### src/rtl/lpf_channel_scheduler.sv
// Shared first-order IIR low/high-pass engine for NCH channels: a round-robin
// arbiter with one-cycle lockout feeds a two-stage per-channel state update.
module lpf_channel_scheduler #(
  parameter int NCH        = 4,
  parameter int CHBITS     = 2,
  parameter int SIGNALBITS = 14,
  parameter int SHIFTBITS  = 4,
  parameter int MAXSHIFT   = 24
) (
  input  logic                       clk_i,
  input  logic                       rst_i,
  input  logic [NCH-1:0]             req_i,
  input  logic [NCH*SIGNALBITS-1:0]  data_i,
  output logic [NCH-1:0]             ack_o,
  input  logic                       cfg_we_i,
  input  logic                       cfg_clr_i,
  input  logic [CHBITS-1:0]          cfg_ch_i,
  input  logic [SHIFTBITS:0]         cfg_shift_i,
  input  logic                       cfg_on_i,
  input  logic                       cfg_hp_i,
  output logic                       out_valid_o,
  output logic [CHBITS-1:0]          out_ch_o,
  output logic [SIGNALBITS-1:0]      out_data_o
);
  localparam int YW = SIGNALBITS + MAXSHIFT;
  localparam int unsigned NCHU = NCH;
  localparam logic [SHIFTBITS:0] SHMAX = (SHIFTBITS+1)'(MAXSHIFT);

  typedef logic signed [YW-1:0] y_t;

  y_t                    y_q [NCH];
  y_t                    y_d [NCH];
  logic [SHIFTBITS:0]    shift_q [NCH];
  logic [SHIFTBITS:0]    shift_d [NCH];
  logic [NCH-1:0]        on_q, on_d, hp_q, hp_d;
  logic [CHBITS-1:0]     ptr_q, ptr_d;
  logic [NCH-1:0]        lock_q, lock_d;

  logic                  s1_valid_q, s1_valid_d;
  logic [CHBITS-1:0]     s1_ch_q, s1_ch_d;
  logic [SIGNALBITS-1:0] s1_x_q, s1_x_d;
  logic [SHIFTBITS:0]    s1_shift_q, s1_shift_d;
  logic                  s1_on_q, s1_on_d, s1_hp_q, s1_hp_d;
  logic [SIGNALBITS:0]   s1_delta_q, s1_delta_d;

  logic                  out_valid_q, out_valid_d;
  logic [CHBITS-1:0]     out_ch_q, out_ch_d;
  logic [SIGNALBITS-1:0] out_data_q, out_data_d;

  logic                  gnt_v;
  logic [CHBITS-1:0]     gnt_ch, arb_idx;
  logic [NCH-1:0]        elig;
  logic [SIGNALBITS-1:0] gnt_x, gnt_yout;

  logic                  s2_fire;
  y_t                    s2_y;
  logic [SIGNALBITS-1:0] s2_yout, s2_sat;

  // Excluding last cycle's grant keeps a channel from reading y before its
  // previous update has been written back.
  always_comb begin
    elig    = req_i & ~lock_q;
    gnt_v   = 1'b0;
    gnt_ch  = '0;
    arb_idx = '0;
    for (int unsigned i = 0; i < NCHU; i++) begin
      arb_idx = CHBITS'((32'(ptr_q) + i) % NCHU);
      if (!gnt_v && elig[arb_idx]) begin
        gnt_v  = 1'b1;
        gnt_ch = arb_idx;
      end
    end
    if (rst_i) gnt_v = 1'b0;
    ack_o = '0;
    if (gnt_v) ack_o[gnt_ch] = 1'b1;
    lock_d = ack_o;
    ptr_d  = ptr_q;
    if (gnt_v) ptr_d = (32'(gnt_ch) == NCHU - 1) ? '0 : gnt_ch + 1'b1;
  end

  always_comb begin
    gnt_x      = data_i[gnt_ch*SIGNALBITS +: SIGNALBITS];
    gnt_yout   = y_q[gnt_ch][YW-1 -: SIGNALBITS];
    s1_valid_d = gnt_v && !(cfg_clr_i && cfg_ch_i == gnt_ch);
    s1_ch_d    = gnt_ch;
    s1_x_d     = gnt_x;
    s1_shift_d = (shift_q[gnt_ch] > SHMAX) ? SHMAX : shift_q[gnt_ch];
    s1_on_d    = on_q[gnt_ch];
    s1_hp_d    = hp_q[gnt_ch];
    s1_delta_d = {gnt_x[SIGNALBITS-1], gnt_x} - {gnt_yout[SIGNALBITS-1], gnt_yout};
  end

  // The sum is bounded by x, so adding at YW bits equals add-then-truncate.
  always_comb begin
    s2_fire = s1_valid_q && !(cfg_clr_i && cfg_ch_i == s1_ch_q);
    s2_y    = y_q[s1_ch_q]
            + ({{(YW-SIGNALBITS-1){s1_delta_q[SIGNALBITS]}}, s1_delta_q} << s1_shift_q);
    s2_yout = s2_y[YW-1 -: SIGNALBITS];
    if (s1_delta_q[SIGNALBITS] != s1_delta_q[SIGNALBITS-1])
      s2_sat = s1_delta_q[SIGNALBITS] ? {1'b1, {(SIGNALBITS-1){1'b0}}}
                                      : {1'b0, {(SIGNALBITS-1){1'b1}}};
    else
      s2_sat = s1_delta_q[SIGNALBITS-1:0];

    y_d     = y_q;
    shift_d = shift_q;
    on_d    = on_q;
    hp_d    = hp_q;
    if (s2_fire && s1_on_q) y_d[s1_ch_q] = s2_y;
    if (cfg_clr_i) y_d[cfg_ch_i] = '0;
    if (cfg_we_i) begin
      shift_d[cfg_ch_i] = cfg_shift_i;
      on_d[cfg_ch_i]    = cfg_on_i;
      hp_d[cfg_ch_i]    = cfg_hp_i;
    end

    out_valid_d = s2_fire;
    out_ch_d    = out_ch_q;
    out_data_d  = out_data_q;
    if (s2_fire) begin
      out_ch_d = s1_ch_q;
      if (!s1_on_q)      out_data_d = s1_x_q;
      else if (!s1_hp_q) out_data_d = s2_yout;
      else               out_data_d = s2_sat;
    end
  end

  always_ff @(posedge clk_i or posedge rst_i) begin
    if (rst_i) begin
      for (int unsigned k = 0; k < NCHU; k++) begin
        y_q[k]     <= '0;
        shift_q[k] <= '0;
      end
      on_q        <= '0;
      hp_q        <= '0;
      ptr_q       <= '0;
      lock_q      <= '0;
      s1_valid_q  <= 1'b0;
      s1_ch_q     <= '0;
      s1_x_q      <= '0;
      s1_shift_q  <= '0;
      s1_on_q     <= 1'b0;
      s1_hp_q     <= 1'b0;
      s1_delta_q  <= '0;
      out_valid_q <= 1'b0;
      out_ch_q    <= '0;
      out_data_q  <= '0;
    end else begin
      y_q         <= y_d;
      shift_q     <= shift_d;
      on_q        <= on_d;
      hp_q        <= hp_d;
      ptr_q       <= ptr_d;
      lock_q      <= lock_d;
      s1_valid_q  <= s1_valid_d;
      s1_ch_q     <= s1_ch_d;
      s1_x_q      <= s1_x_d;
      s1_shift_q  <= s1_shift_d;
      s1_on_q     <= s1_on_d;
      s1_hp_q     <= s1_hp_d;
      s1_delta_q  <= s1_delta_d;
      out_valid_q <= out_valid_d;
      out_ch_q    <= out_ch_d;
      out_data_q  <= out_data_d;
    end
  end

  assign out_valid_o = out_valid_q;
  assign out_ch_o    = out_ch_q;
  assign out_data_o  = out_data_q;

endmodule

### config.mk
export PLATFORM = sky130hd
export DESIGN_NAME = lpf_channel_scheduler
export DESIGN_NICKNAME = d
export VERILOG_FILES = /design/src/rtl/lpf_channel_scheduler.sv
export SDC_FILE = /design/constraint.sdc
export NUM_CORES = 1
export LEC_CHECK = 0
export ABC_AREA = 1
export BUFFER_PORTS_ARGS = -buffer_cell sky130_fd_sc_hd__buf_2
export CAP_MARGIN = 20
export CORE_MARGIN = 3
export CORE_UTILIZATION = 36
export CTS_CLUSTER_DIAMETER = 40
export CTS_CLUSTER_SIZE = 14
export DETAILED_ROUTE_END_ITERATION = 6
export PLACE_DENSITY = 0.48
export SYNTH_ARGS = -nofsm -noshare
export SYNTH_HDL_FRONTEND = slang
export SYNTH_SLANG_ARGS = --single-unit
### constraint.sdc
create_clock -name clk_i -period 21.2 [get_ports clk_i]
set_input_delay 2.12 -clock clk_i [delete_from_list [all_inputs] [get_ports clk_i]]
set_output_delay 2.12 -clock clk_i [all_outputs]
set_load 0.1 [all_outputs]
==> results.md, run 1 <==
* Outcome: complete, no violations
* CP top delay family: buffers and inverters
* Layout cells sized above 1 at 0.1052
* Post-synth EDFFs at 0
* Initial antenna violation count at 4
* Routed WL per cell at 20.13 µm
* TritonRoute pass-1 iters at 6
* Fin crit period at 6.597 ns
* Fillers at 4632
* Most frequent cells after synthesis: 440 x nand2_1, 325 x inv_1, 274 x a21oi_1, 256 x o21ai_0, 242 x dfrtp_1
* Setup repair bufs after CTS at 0
* Relative slew margins at 0.3387
* Unique masters post-synth at 48
* Grt ovf at 0
* Syn_area_per_cell at 7.117 µm²
* CP Launch Type: primary input
* Die Span Y at 216.9 µm
* Initial Util at 0.3677
* Most numerous cell in the Yosys netlist: nand2_1
* Post-synthesis cell count at 2250
* Worst min path class: register to register
* Resized cells post-CTS at 0
* Worst setup EP type: output port
* PortBufs at 93
* Setup Skew at 0.03375 ns
* Drt total wl at 59.07 mm
* Final Hold Vio Count at 0
* Routed Antenna Nets at 0
* All-layer global routing usage at 0.2496
* Number of global-route vias before repair at 14.97k
* Slew Limit Fails at 0
* Setup_tns at 0 ns
* Max-cap violations at 0
* WP data arrival at 4.48 ns
* Hpwl dp at 42.45 mm
* Final cell count without fillers at 2935
* Core Area at 0.04355 mm²
* Critical path, cell by cell: buf_2 -> nand3_1 -> nand3_1 -> nand2_2 -> inv_2 -> nand2_2 -> nand2_1 -> nand2_2 -> nand3_2 -> inv_2 -> buf_4 -> ha_1 -> inv_1 -> nor2_1 -> buf_2
* DP Worst Slack at 14.61 ns
* Largest net degree at the start of global routing at 75
* Hold Buf Count CTS at 0
* Num CTS Buffers at 49
* Setup-failing EPs final at 0
* TritonCTS clock tree: built
* RSZ-0062 raised after global routing: no
* Root buffer cell: clkbuf_16
* Least-Margin Pin Slew at 0.9919 ns
* Top post-synthesis cells by area: dfrtp_1 38%, nand2_1 10%, a21oi_1 8.6%
* CTS sink count at 242
* Die width at 216.9 µm
* Maximum clock frequency at 151.6 MHz
* CP max stage delay at 0.54 ns
* Slowest-stage cell, CP: buf_4
* Synth-to-Final Area Change at 16.41%
* Min-Delay Path Depth at 2
* GPL Wtd Cong at 0.9405
* H-tree Lvls at 2
* WS Path Type: primary input to output port
* DRT iter0 DRCs at 1430
* Vias at 15.58k
* Dominant synthesized flop cell: dfrtp_1
* WP buf/inv at 6
* Final net count at 2438
* IO Count at 94
* Clock slew at reported path FFs at 0.05 ns
* Area occupied by multi-input gates at 0.008150 mm²
* Fraction of registers with async set/reset at 1.000
* First-pass GRT wire length at 90.24 mm
* Synthesis Warnings at 0
* Period Utilization, post-route at 0.3112
* Setup ws final at 14.60 ns
* Path depth of the worst reg2reg path at 22
* Post-Place Cells at 2840
* Levels on crit path at 15
* CP dominant cell by count: nand2_2
* Clock Latency Late Sink at 0.60 ns
* Via density at 5.308
* Fin util at 0.4280
* Yosys top cell by area: dfrtp_1
* Worst Path Required at 19.08 ns
* Die area at 0.04705 mm²
* Seq/Total Area, Yosys at 0.3782
* Rows at 76
* Flops & latches, synth at 242
* DRC viols at 0
* Max FO, Critical Path at 71
* Sequential cell area at 0.006056 mm²
* Maximum buffer depth of the clock tree at 3
* Syn_nets at 2380
* Synth top area share at 0.3782
* Synthesized cell area at 0.01601 mm²
final timing paths:
check | startpoint | to | slack (ns)
max in group asynchronous | rst_i | s1_delta_q[13] | 17.67
worst min-delay path | out_ch_o[0] | out_ch_o[0] | 0.48
worst max register to register | s1_shift_q[0] | y_q[22] | 16.18
min in group asynchronous | rst_i | y_q[128] | 1.55
worst max-delay path | req_i[3] | ack_o[1] | 14.60
worst min register to register | out_ch_o[0] | out_ch_o[0] | 0.48
through the flow:
step	hold slack [ns]	instance area, µm²
after global routing	0.4966	18640
after global placement	0.4604	16850
final	0.4797	18640
after CTS	0.4836	18600
after floorplan	0.4530	16010
after detailed placement	0.4690	16850
worst reg2reg max path, delay by kind of cell (launching register included):
family | cells | cell delay, ns
buffers and inverters | 6 | 0.51
AOI/OAI and AO/OA | 1 | 0.17
and+or+nand+nor | 12 | 2.07
adders and majority gates | 2 | 1.01
DFF | 1 | 0.57
xor gates and xnor gates | 1 | 0.65
layer usage:
layer | GRT usage | share of wire
met3 | 0.05404 | 0.071
met1 | 0.3640 | 0.48
met4 | 0.07045 | 0.026
met2 | 0.3731 | 0.43
met5 | 0 | 0.00022
flip-flops by register name, indices dropped and copies added, names as in the netlist, 2 cells and up:
| name | flops |
|---|---|
| lock_q | 4 |
| on_q | 4 |
| out_ch_o | 2 |
| y_q | 152 |
| s1_ch_q | 2 |
| hp_q | 4 |
| ptr_q | 2 |
| s1_shift_q | 5 |
| shift_q | 20 |
| out_data_o | 14 |
| s1_x_q | 14 |
| s1_delta_q | 15 |
cells by family after synthesis:
family,share of synthesized area
AOI/OAI and AO/OA,0.2454
xor gates and xnor gates,0.01914
adders and majority gates,0.04548
buffers and inverters,0.1130
DFF,0.3782
muxes,0.002500
and+or+nand+nor,0.1964
cells in the final DEF (no fill, tap or decap), types with 5 or more instances in the layout:
cell,count
nor3_1,12
bufinv_16,7
nand2_2,11
clkbuf_16,49
clkinvlp_4,12
o22ai_1,8
o21a_1,16
buf_2,93
o21ai_1,17
buf_4,22
a22oi_1,36
nand2_1,440
a31oi_1,6
dfrtp_1,242
xnor2_1,13
inv_1,323
o21ai_0,256
nand3_1,109
o221ai_1,22
nand3_2,6
ha_1,55
a21oi_1,274
inv_6,7
inv_2,10
clkinv_1,5
o211ai_1,26
o21bai_1,19
xor2_1,22
nor2_1,161
clkinv_2,8
nand4_1,14
a221oi_1,6
cell type report:
type	count	share of cell area
tap	585	0.03927
antenna	1	0.0001342
clock buffer	53	0.06820
multi-input combinational	1559	0.4372
timing repair buffer	116	0.03531
inverter	340	0.06914
sequential	242	0.3249
clock inverter	39	0.02584
Power of run 1 is left out: the tool's default activity adds up to more than one toggle a clock period on the data nets, which glitch-free logic cannot reach.
==> inputs of run 2 (changes only) <==
--- a/config.mk
+++ b/config.mk
@@ -13,7 +13,7 @@
 export CTS_CLUSTER_DIAMETER = 40
 export CTS_CLUSTER_SIZE = 14
 export DETAILED_ROUTE_END_ITERATION = 6
-export PLACE_DENSITY = 0.48
+export PLACE_DENSITY = 0.5
 export SYNTH_ARGS = -nofsm -noshare
 export SYNTH_HDL_FRONTEND = slang
 export SYNTH_SLANG_ARGS = --single-unit
==> constraint.sdc (replaced) <==
create_clock -name clk_i -period 5.9 [get_ports clk_i]
set_input_delay 0.59 -clock clk_i [delete_from_list [all_inputs] [get_ports clk_i]]
set_output_delay 0.59 -clock clk_i [all_outputs]
set_load 0.1 [all_outputs]
==> run 2 against run 1 <==
  * Design area decreased by 0.12%
  * Hold slack got worse by 0.33 ns
  * Via count increased by 0.11%
  * Die area unchanged
  * Highest routed layer is now met4
==> results.md, run 2 (same netlist as run 1, synthesis figures left out) <==
* Outcome: complete, no violations
* Layout cells sized above 1 at 0.1052
* Area occupied by multi-input gates at 0.008160 mm²
* Slowest-stage cell, CP: dfrtp_1
* DRC viols at 0
* Hold_ws at 0.1447 ns
* Resized cells post-CTS at 0
* First-pass GRT wire length at 90.51 mm
* Placed cell area at 0.01687 mm²
* Max-cap violations at 0
* PortBufs at 93
* Die area at 0.04705 mm²
* Root buffer cell: clkbuf_16
* Number of global-route vias before repair at 15.26k
* All-layer global routing usage at 0.2491
* Maximum buffer depth of the clock tree at 3
* WP data arrival at 5.08 ns
* IO Count at 94
* Setup Skew at 0.02043 ns
* Max reg flops at 152
* Hpwl dp at 42.27 mm
* Grt ovf at 0
* Slew Limit Fails at 0
* Worst min path class: primary input to async pin
* Antenna fix cells at 0
* Final net count at 2439
* Most common cell after layout, fill and taps aside: nand2_1
* GPL Wtd Cong at 0.9510
* Commonest cells after routing, fill and taps aside: 440 x nand2_1, 324 x inv_1, 274 x a21oi_1, 256 x o21ai_0, 242 x dfrtp_1
* TritonCTS clock tree: built
* Via density at 5.319
* Largest register by flop count: y_q
* Period Utilization, post-route at 0.7732
* Largest net degree at the start of global routing at 77
* Die width at 216.9 µm
* Die Span Y at 216.9 µm
* Initial antenna violation count at 3
* Synth-to-Final Area Change at 16.27%
* Initial Util at 0.3677
* Clock slew at reported path FFs at 0.05 ns
* Final Cell Area at 0.01862 mm²
* Routed WL per cell at 20.16 µm
* Setup-failing EPs final at 0
* Sequential cell area at 0.006056 mm²
* Fin crit period at 4.562 ns
* Worst setup EP type: register
* DRT iter0 DRCs at 1185
* Critical path, cell by cell: nor2_1 -> inv_1 -> nor2_1 -> inv_1 -> nor2_1 -> inv_1 -> nor3_1 -> ha_1 -> inv_1 -> fa_1 -> inv_1 -> nand3_1 -> nand3_1 -> nand2_1 -> nand2_1 -> nand3_1 -> nand2_1 -> nand3_1 -> nand2_1 -> xor2_1 -> o21ai_0 -> inv_1
* Largest registers: y_q (152), shift_q (20), s1_delta_q (15)
* CP max stage delay at 0.54 ns
* CP dominant cell by count: inv_1
* Least-Margin Pin Slew at 1.128 ns
* Max FO, Critical Path at 18
* Vias at 15.60k
* Drt total wl at 59.11 mm
* Final Hold Vio Count at 0
* RSZ-0062 raised after global routing: no
* Routed Antenna Nets at 0
* Rows at 76
* CTS sink count at 242
* H-tree Lvls at 2
* Fin util at 0.4275
* WS Path Type: register to register
* Clock Latency Late Sink at 0.59 ns
* Core Area at 0.04355 mm²
* Relative slew margins at 0.2427
* Fillers at 4606
* TritonRoute pass-1 iters at 6
* Num CTS Buffers at 50
* CP Launch Type: register
* Maximum clock frequency at 219.2 MHz
* Setup_tns at 0 ns
* Setup repair bufs after CTS at 0
* Worst Path Required at 6.42 ns
* Hold Buf Count CTS at 0
-- run 2: cell types whose count changed in the layout (fill, tap and decap cells not counted), sizes merged --
| cell | change |
|---|---|
| clkbuf | +4 |
| clkinv | -1 |
| clkinvlp | -8 |
| diode | -1 |
| inv | +3 |
-- run 2: per-stage QoR --
step,cells,setup WS [ns]
2_1_floorplan,2250,-0.2275
3_3_place_gp,2842,1.403
3_5_place_dp,2842,1.454
4_1_cts,2932,1.431
5_1_grt,2932,0.9151
6_report,2932,1.338
-- run 2: cell type report --
class / count / share of cell area
multi-input combinational: 1559 / 0.4383
sequential: 242 / 0.3253
clock buffer: 57 / 0.07137
inverter: 340 / 0.06902
tap: 585 / 0.03931
timing repair buffer: 116 / 0.03427
clock inverter: 33 / 0.02245
-- run 2: layer usage --
metal / vias to the layer above / share of wire / GRT usage
li1: 7589 / - / -
met5: - / 0 / 0
met1: 7383 / 0.47 / 0.3549
met2: 507 / 0.44 / 0.3798
met3: 116 / 0.070 / 0.05417
met4: 0 / 0.029 / 0.07567
-- run 2: worst paths after layout --
check | slack [ns] | endpoint | from | depth (start not counted)
worst max-delay path | 1.34 | y_q[22] | s1_shift_q[0] | 22
worst min-delay path | 0.14 | y_q[124] | rst_i | 3
worst max register to register | 1.34 | y_q[22] | s1_shift_q[0] | 22
worst min register to register | 0.48 | on_q[2] | on_q[2] | 2
max in group asynchronous | 4.32 | s1_x_q[4] | rst_i | 4
min in group clk_i | 0.28 | s1_x_q[8] | data_i[36] | 3
-- run 2: critical path: cells and delay by family, from the launching register on --
family                   cells  cell delay (ns)
AO/OA/AOI/OAI                1             0.16
XOR/XNOR                     1             0.41
adder cells (fa/ha/maj)      2             0.92
buffers and inverters        6             0.52
flip-flops                   1             0.54
AND/OR/NAND/NOR             12             1.95
Power of run 2 is left out for the same reason.
